**src/rtl/pipe_hazard_ctrl_pkg.sv**
```systemverilog
// Shared definitions for the pipeline sequencing controller: RV32 opcode
// constants, controller state encodings and the enable/kill bundle type.
package pipe_hazard_ctrl_pkg;

   localparam logic [6:0] LOAD   = 7'b0000011;
   localparam logic [6:0] STORE  = 7'b0100011;
   localparam logic [6:0] BRANCH = 7'b1100011;
   localparam logic [6:0] JALR   = 7'b1100111;
   localparam logic [6:0] OP     = 7'b0110011;
   localparam logic [6:0] OP_IMM = 7'b0010011;

   typedef enum logic [1:0] {
      PHC_BOOT     = 2'd0,
      PHC_RUN      = 2'd1,
      PHC_MEM_WAIT = 2'd2
   } phc_state_e;

   // One pipeline-control decision: every enable and kill driven in a cycle.
   typedef struct packed {
      logic pc_en;
      logic fd_en;
      logic fd_kill;
      logic x_kill;
      logic xmw_en;
   } phc_ctrl_t;

   function automatic phc_ctrl_t phc_ctrl(input logic pc_en, input logic fd_en,
                                          input logic fd_kill, input logic x_kill,
                                          input logic xmw_en);
      phc_ctrl_t c;
      c.pc_en   = pc_en;
      c.fd_en   = fd_en;
      c.fd_kill = fd_kill;
      c.x_kill  = x_kill;
      c.xmw_en  = xmw_en;
      return c;
   endfunction

endpackage

```
**src/rtl/pipe_hazard_ctrl_if.sv**
```systemverilog
// Bundle between the core datapath (master) and the sequencing controller
// (slave): stage instructions and memory status in, enables/kills/counters out.
interface pipe_hazard_ctrl_if #(
   parameter int CNT_W = 32
);
   logic [31:0]      inst_FD;
   logic [31:0]      inst_X;
   logic             redirect_X;
   logic             dmem_req_M;
   logic             dmem_ready;
   logic             imem_ready;
   logic             pc_en;
   logic             fd_en;
   logic             fd_kill;
   logic             x_kill;
   logic             xmw_en;
   logic [CNT_W-1:0] stall_cnt;
   logic [CNT_W-1:0] flush_cnt;

   modport master (
      output inst_FD, inst_X, redirect_X, dmem_req_M, dmem_ready, imem_ready,
      input  pc_en, fd_en, fd_kill, x_kill, xmw_en, stall_cnt, flush_cnt
   );

   modport slave (
      input  inst_FD, inst_X, redirect_X, dmem_req_M, dmem_ready, imem_ready,
      output pc_en, fd_en, fd_kill, x_kill, xmw_en, stall_cnt, flush_cnt
   );
endinterface

```
**src/rtl/pipe_hazard_ctrl_hazard_src_decode.sv**
```systemverilog
// Register-usage decode of one RV32 instruction: which source registers it
// reads, its register fields and whether it is a load. Shared with forwarding.
module hazard_src_decode
   import pipe_hazard_ctrl_pkg::*;
(
   input  logic [31:0] i_inst,
   output logic        o_uses_rs1,
   output logic        o_uses_rs2,
   output logic [4:0]  o_rs1,
   output logic [4:0]  o_rs2,
   output logic [4:0]  o_rd,
   output logic        o_is_load
);
   logic [6:0] w_opcode;
   logic       w_unused_bits;

   assign w_opcode      = i_inst[6:0];
   assign o_rd          = i_inst[11:7];
   assign o_rs1         = i_inst[19:15];
   assign o_rs2         = i_inst[24:20];
   assign o_is_load     = (w_opcode == LOAD);
   // funct3/funct7 never affect register usage.
   assign w_unused_bits = ^{i_inst[31:25], i_inst[14:12]};

   // Source-register usage by opcode; anything unlisted reads no registers.
   always_comb begin
      o_uses_rs1 = 1'b0;
      o_uses_rs2 = 1'b0;
      case (w_opcode)
         OP, STORE, BRANCH: begin
            o_uses_rs1 = 1'b1;
            o_uses_rs2 = 1'b1;
         end
         OP_IMM, LOAD, JALR: o_uses_rs1 = 1'b1;
         default: ;
      endcase
   end
endmodule

```
**src/rtl/pipe_hazard_ctrl.sv**
```systemverilog
// Pipeline sequencing controller for the 4-stage core: owns the PC and
// pipeline-register enables/kills, handles boot, memory freeze, redirects
// and load-use stalls, and keeps saturating stall/flush counters.
module pipe_hazard_ctrl
   import pipe_hazard_ctrl_pkg::*;
#(
   parameter int BOOT_CYCLES = 2,
   parameter int CNT_W       = 32
) (
   input  logic               clk,
   input  logic               rst_n,
   pipe_hazard_ctrl_if.slave  bus
);
   localparam logic [3:0] BOOT_LAST = 4'(BOOT_CYCLES - 1);

   phc_state_e       r_state;
   phc_state_e       w_next_state;
   logic [3:0]       r_boot_cnt;
   logic [CNT_W-1:0] r_stall_cnt;
   logic [CNT_W-1:0] r_flush_cnt;
   phc_ctrl_t        w_ctrl;
   logic             w_flush;
   logic             w_stall;
   logic             w_mem_hold;
   logic             w_load_use;

   logic       w_fd_uses_rs1, w_fd_uses_rs2, w_fd_is_load;
   logic [4:0] w_fd_rs1, w_fd_rs2, w_fd_rd;
   logic       w_x_uses_rs1, w_x_uses_rs2, w_x_is_load;
   logic [4:0] w_x_rs1, w_x_rs2, w_x_rd;
   logic       w_unused_dec;

   hazard_src_decode u_dec_fd (
      .i_inst     (bus.inst_FD),
      .o_uses_rs1 (w_fd_uses_rs1),
      .o_uses_rs2 (w_fd_uses_rs2),
      .o_rs1      (w_fd_rs1),
      .o_rs2      (w_fd_rs2),
      .o_rd       (w_fd_rd),
      .o_is_load  (w_fd_is_load)
   );

   hazard_src_decode u_dec_x (
      .i_inst     (bus.inst_X),
      .o_uses_rs1 (w_x_uses_rs1),
      .o_uses_rs2 (w_x_uses_rs2),
      .o_rs1      (w_x_rs1),
      .o_rs2      (w_x_rs2),
      .o_rd       (w_x_rd),
      .o_is_load  (w_x_is_load)
   );

   // Only the consumer side of FD and the producer side of X matter here.
   assign w_unused_dec = ^{w_fd_rd, w_fd_is_load, w_x_uses_rs1, w_x_uses_rs2,
                           w_x_rs1, w_x_rs2};

   // A load in X whose result FD needs now cannot be forwarded yet.
   assign w_load_use = w_x_is_load && (w_x_rd != 5'd0) &&
                       ((w_fd_uses_rs1 && (w_fd_rs1 == w_x_rd)) ||
                        (w_fd_uses_rs2 && (w_fd_rs2 == w_x_rd)));

   // Once frozen, only dmem_ready releases the core; the release cycle
   // itself falls through to the normal run priorities.
   assign w_mem_hold = (r_state == PHC_MEM_WAIT) ? !bus.dmem_ready
                                                 : (bus.dmem_req_M && !bus.dmem_ready);

   // Next state and the enable/kill decision for this cycle.
   always_comb begin
      w_next_state = r_state;
      w_ctrl       = phc_ctrl(1'b0, 1'b0, 1'b1, 1'b1, 1'b1);
      w_flush      = 1'b0;
      case (r_state)
         PHC_BOOT: begin
            if (r_boot_cnt == BOOT_LAST) w_next_state = PHC_RUN;
         end
         default: begin
            w_next_state = PHC_RUN;
            if (w_mem_hold) begin
               w_next_state = PHC_MEM_WAIT;
               w_ctrl       = phc_ctrl(1'b0, 1'b0, 1'b0, 1'b0, 1'b0);
            end else if (bus.redirect_X) begin
               // Redirect beats load-use: the FD instruction is wrong-path.
               w_ctrl  = phc_ctrl(1'b1, 1'b0, 1'b1, 1'b1, 1'b1);
               w_flush = 1'b1;
            end else if (w_load_use) begin
               w_ctrl = phc_ctrl(1'b0, 1'b0, 1'b0, 1'b1, 1'b1);
            end else if (!bus.imem_ready) begin
               w_ctrl = phc_ctrl(1'b0, 1'b0, 1'b1, 1'b0, 1'b1);
            end else begin
               w_ctrl = phc_ctrl(1'b1, 1'b1, 1'b0, 1'b0, 1'b1);
            end
         end
      endcase
   end

   assign w_stall = (r_state != PHC_BOOT) && !w_ctrl.pc_en;

   // State register and boot counter.
   always_ff @(posedge clk or negedge rst_n) begin
      if (!rst_n) begin
         r_state    <= PHC_BOOT;
         r_boot_cnt <= 4'd0;
      end else begin
         r_state <= w_next_state;
         if (r_state == PHC_BOOT) r_boot_cnt <= r_boot_cnt + 4'd1;
      end
   end

   // Saturating performance counters.
   always_ff @(posedge clk or negedge rst_n) begin
      if (!rst_n) begin
         r_stall_cnt <= '0;
         r_flush_cnt <= '0;
      end else begin
         if (w_stall && (r_stall_cnt != '1)) r_stall_cnt <= r_stall_cnt + 1'b1;
         if (w_flush && (r_flush_cnt != '1)) r_flush_cnt <= r_flush_cnt + 1'b1;
      end
   end

   assign bus.pc_en     = w_ctrl.pc_en;
   assign bus.fd_en     = w_ctrl.fd_en;
   assign bus.fd_kill   = w_ctrl.fd_kill;
   assign bus.x_kill    = w_ctrl.x_kill;
   assign bus.xmw_en    = w_ctrl.xmw_en;
   assign bus.stall_cnt = r_stall_cnt;
   assign bus.flush_cnt = r_flush_cnt;
endmodule

```
**src/flat_wrapper.sv**
```systemverilog
// flat-port wrapper written by rule: the top's interface ports become plain ports
module pipe_hazard_ctrl_flat import pipe_hazard_ctrl_pkg::*;
#(
   parameter int BOOT_CYCLES = 2,
   parameter int CNT_W       = 32
)
  (clk, rst_n, bus_inst_FD, bus_inst_X, bus_redirect_X, bus_dmem_req_M, bus_dmem_ready, bus_imem_ready, bus_pc_en, bus_fd_en, bus_fd_kill, bus_x_kill, bus_xmw_en, bus_stall_cnt, bus_flush_cnt);
  pipe_hazard_ctrl_if #(.CNT_W(CNT_W)) bus_i ();
  input  logic clk;
  input  logic rst_n;
  input wire logic [$bits(bus_i.inst_FD)-1:0] bus_inst_FD;
  input wire logic [$bits(bus_i.inst_X)-1:0] bus_inst_X;
  input wire logic [$bits(bus_i.redirect_X)-1:0] bus_redirect_X;
  input wire logic [$bits(bus_i.dmem_req_M)-1:0] bus_dmem_req_M;
  input wire logic [$bits(bus_i.dmem_ready)-1:0] bus_dmem_ready;
  input wire logic [$bits(bus_i.imem_ready)-1:0] bus_imem_ready;
  output wire logic [$bits(bus_i.pc_en)-1:0] bus_pc_en;
  output wire logic [$bits(bus_i.fd_en)-1:0] bus_fd_en;
  output wire logic [$bits(bus_i.fd_kill)-1:0] bus_fd_kill;
  output wire logic [$bits(bus_i.x_kill)-1:0] bus_x_kill;
  output wire logic [$bits(bus_i.xmw_en)-1:0] bus_xmw_en;
  output wire logic [$bits(bus_i.stall_cnt)-1:0] bus_stall_cnt;
  output wire logic [$bits(bus_i.flush_cnt)-1:0] bus_flush_cnt;
  assign bus_i.inst_FD = bus_inst_FD;
  assign bus_i.inst_X = bus_inst_X;
  assign bus_i.redirect_X = bus_redirect_X;
  assign bus_i.dmem_req_M = bus_dmem_req_M;
  assign bus_i.dmem_ready = bus_dmem_ready;
  assign bus_i.imem_ready = bus_imem_ready;
  assign bus_pc_en = bus_i.pc_en;
  assign bus_fd_en = bus_i.fd_en;
  assign bus_fd_kill = bus_i.fd_kill;
  assign bus_x_kill = bus_i.x_kill;
  assign bus_xmw_en = bus_i.xmw_en;
  assign bus_stall_cnt = bus_i.stall_cnt;
  assign bus_flush_cnt = bus_i.flush_cnt;
  pipe_hazard_ctrl #(.BOOT_CYCLES(BOOT_CYCLES), .CNT_W(CNT_W)) u_core (.clk(clk), .rst_n(rst_n), .bus(bus_i));
endmodule
```
**config.mk**
```make
export PLATFORM = sky130hd
export DESIGN_NAME = pipe_hazard_ctrl_flat
export DESIGN_NICKNAME = d
export VERILOG_FILES = /design/src/rtl/pipe_hazard_ctrl_pkg.sv /design/src/rtl/pipe_hazard_ctrl_if.sv /design/src/rtl/pipe_hazard_ctrl_hazard_src_decode.sv /design/src/rtl/pipe_hazard_ctrl.sv /design/src/flat_wrapper.sv
export SDC_FILE = /design/constraint.sdc
export NUM_CORES = 1
export LEC_CHECK = 0
export ABC_AREA = 0
export CAP_MARGIN = 0
export CORE_MARGIN = 4
export CORE_UTILIZATION = 41
export CTS_BUF_LIST = sky130_fd_sc_hd__clkbuf_2 sky130_fd_sc_hd__clkbuf_4 sky130_fd_sc_hd__clkbuf_8
export CTS_CLUSTER_DIAMETER = 150
export DETAILED_ROUTE_END_ITERATION = 12
export PLACE_DENSITY = 0.82
export SLEW_MARGIN = 15
export SYNTH_ARGS = -nofsm -noshare
export SYNTH_HDL_FRONTEND = slang
export SYNTH_SLANG_ARGS = --single-unit
```
**constraint.sdc**
```tcl
create_clock -name clk -period 2 [get_ports clk]
set_input_delay 0.2 -clock clk [delete_from_list [all_inputs] [get_ports clk]]
set_output_delay 0.2 -clock clk [all_outputs]
set_load 0.03 [all_outputs]
```
==> results.ini <==
[floorplan]
die_x_um=102
pin_count=139
coreArea_um2=8680
die-area_um2=10400
start_util=0.419
dieHeight_um=102
rows=34

[clocking]
cts_buffers=9
clkSinkCount=70
cts_buffer_depth=2
cts_tree=yes
clock_latency_ps=350
clk_pin_slew_ps=80
root_buffer=clkbuf_8
htreeDepth=3

[logic_synthesis]
synth_compound_gate_area_share=0.0340
muxShareOfSynthArea=0.0179
ys_seq_area_frac=0.481
synthXorXnorAreaFrac=0.173
synth.most_common_cell=dfrtp_1
synth_cells=344
ys_ff_latch=70
synth_async_sr_flop_share=1.00
synth_area_per_cell_um2=10.6
yosysTopAreaCell=dfrtp_1
synth_edf_count=0
synthTopCellsByArea=dfrtp_1 (48%), xnor2_1 (9.1%), xor2_1 (8.2%), nand2_1 (3.5%), nand4_1 (3.4%)
ys_types=48
ys_top_cells_by_count=dfrtp_1 (70), xnor2_1 (38), nand2_1 (34), xor2_1 (34), nand3_1 (21)
synth.top_cell.area_share=0.481
synth_nets=418
syn_area_um2=3640
synthAdderAreaFrac=0.0138
ys_warn_count=0
synth_top_family_by_area=simple AND/OR/NAND/NOR gates
yosys.area_share.simple=0.264
synth_ff_type=dfrtp_1

[global_route]
grt_max_degree=71
grt_antenna_before_repair=0
grt_pass1_wl_um=15300
grt_usage=0.185
grt_pass1_vias=3237
overflow=0

[detailed_routing]
initialDrtViolationCount=107
firstDrtPassIters=4
via_per_inst=5.27
wl_per_cell_um=15.7
totalWireLength_um=9580
drc=0
vias=3212
ant_nets=0

[worst_setup_path]
critPathLaunchType=flop
endpoint_kind=flop
worst_r2r_path_depth=5
crit_type=flop to flop
path_max_fanout=5
cp.arrival_ps=2190
worst_ep_required_time_ps=2230

[pwr]
p_sw_mw=1.68
p_clk_frac=0.262
power_density_nw_per_um2=858
p_int_mw=3.11
leakage_nw=2.47
power.share.sequential=0.383
peakVddDrop_mv=0.715
pwr-share-comb=0.355
swShare=0.351

[layout]
nFillCells=666
instances_no_fill=609
post-route-util=0.643
antenna_cells=0
fin_nets=570
multi_input_area_um2=2030
layout-drive-gt1-share=0.236
regArea_um2=1770
syn_to_final_growth_pct=53.4

[place]
portBuffers=103
post-dp-hpwl_um=6970
dp.cells=592
gp_congestion=0.842

[timing]
setup_viol=0
timing.fmax_ghz=0.510
maxSlewViolCount=0
worst_pin_slew_ps=457
hold_viol_final=0
post-route-period-util=0.980
fin_worst_skew_ps=10.0
fin_crit_ps=1960
relSlewSlack=0.694

[min_path]
min_path_type=input pin to async pin

[outcome]
status=complete, no violations

[flow_run]
max-cap-violations=0

-- metrics by stage --
stage | area [um2] | TNS (ps) | hold WS (ps) | setup WS [ps] | power (mW)
finish | 5580 | 0 | 423 | 40.3 | 4.79
detailed placement | 5170 | -13030 | 266 | -467 | 3.50
global placement | 5170 | -11630 | 252 | -432 | 3.45
CTS | 5440 | 0 | 431 | 15.2 | 4.78
floorplan | 3700 | -55.6 | -95.6 | -55.6 | 2.71
global route | 5580 | -42.1 | 461 | -38.5 | 5.05
-- routing by layer --
metal | share of wire | track usage
met5 | 0 | 0
met4 | 0.023 | 0.0545
met3 | 0.059 | 0.0505
met2 | 0.52 | 0.310
met1 | 0.40 | 0.234
-- power groups by stage --
| stage | combinational, mW | sequential [mW] | clock [mW] |
|---|---|---|---|
| after global routing | 1.84 | 1.86 | 1.35 |
| after global placement | 1.60 | 1.85 | 0 |
| after floorplan | 0.589 | 2.12 | 0 |
| after CTS | 1.66 | 1.83 | 1.29 |
| final | 1.70 | 1.83 | 1.26 |
| after detailed placement | 1.65 | 1.85 | 0 |
-- worst paths after layout --
path	startpoint	endpoint	slack, ps
setup reg to reg	u_core.bus.stall_cnt[7]	u_core.bus.stall_cnt[18]	40
hold / removal	rst_n	u_core.bus.stall_cnt[15]	420
hold reg to reg	u_core.bus.stall_cnt[5]	u_core.bus.stall_cnt[5]	490
max in group asynchronous	rst_n	u_core.bus.flush_cnt[19]	1270
setup / recovery	u_core.bus.stall_cnt[7]	u_core.bus.stall_cnt[18]	40
min in group clk	u_core.bus.stall_cnt[5]	u_core.bus.stall_cnt[5]	490
-- cells by family (layout without fill, tap and decap cells) --
logic type,Yosys count,after routing
simple gates,164,164
xor+xnor,72,72
flops,70,70
compound gates,16,16
buf+inv,12,169
mux,6,6
fa+ha+maj,4,4
-- repair_timing --
| action | CTS | global route |
|---|---|---|
| endpoints found under the setup margin | 21 | 33 |
| hold buffers | 1 | 0 |
| pin swaps | 4 | 7 |
| gates resized for setup | 13 | 30 |
| setup buffers | 1 | 0 |
| endpoints found under the hold margin | 70 | 0 |
-- cell type report --
| class | instances | area share |
|---|---|---|
| Clock buffer | 9 | 0.0222 |
| Clock inverter | 7 | 0.0175 |
| Inverter | 5 | 0.00336 |
| Multi-Input combinational cell | 262 | 0.363 |
| Sequential cell | 70 | 0.317 |
| Tap cell | 108 | 0.0242 |
| Timing Repair Buffer | 148 | 0.253 |
-- placed cells by master (no fill, tap or decap), drive strengths merged, types with 3 or more instances in the layout --
| cell | Yosys | routed |
|---|---|---|
| clkdlybuf4s50 | 0 | 84 |
| dfrtp | 70 | 70 |
| buf | 5 | 49 |
| xnor2 | 38 | 38 |
| nand2 | 35 | 35 |
| xor2 | 34 | 34 |
| nand3 | 21 | 21 |
| nor2 | 21 | 21 |
| nor3 | 21 | 21 |
| nand4 | 20 | 20 |
| dlymetal6s2s | 0 | 12 |
| clkbuf | 2 | 9 |
| nor4 | 9 | 9 |
| and4 | 8 | 8 |
| and3 | 6 | 6 |
| inv | 5 | 6 |
| a21oi | 6 | 6 |
| and2 | 5 | 5 |
| nor4b | 5 | 5 |
| mux2 | 4 | 4 |
| ha | 4 | 4 |
| nand4b | 3 | 3 |
-- registers in the layout (all words and copies together), names as in the netlist --
signal,cells
u_core.bus.flush_cnt,32
u_core.bus.stall_cnt,32
u_core.r_boot_cnt,4
u_core.r_state,2
-- worst max-delay path: stages (launching register included) --
cell and delay, ps:
dfrtp_2 410, and4_1 260, nand2_2 130, or3_4 430, nor4b_4 280, mux2_1 340
Power figures use the tool's default switching activity.
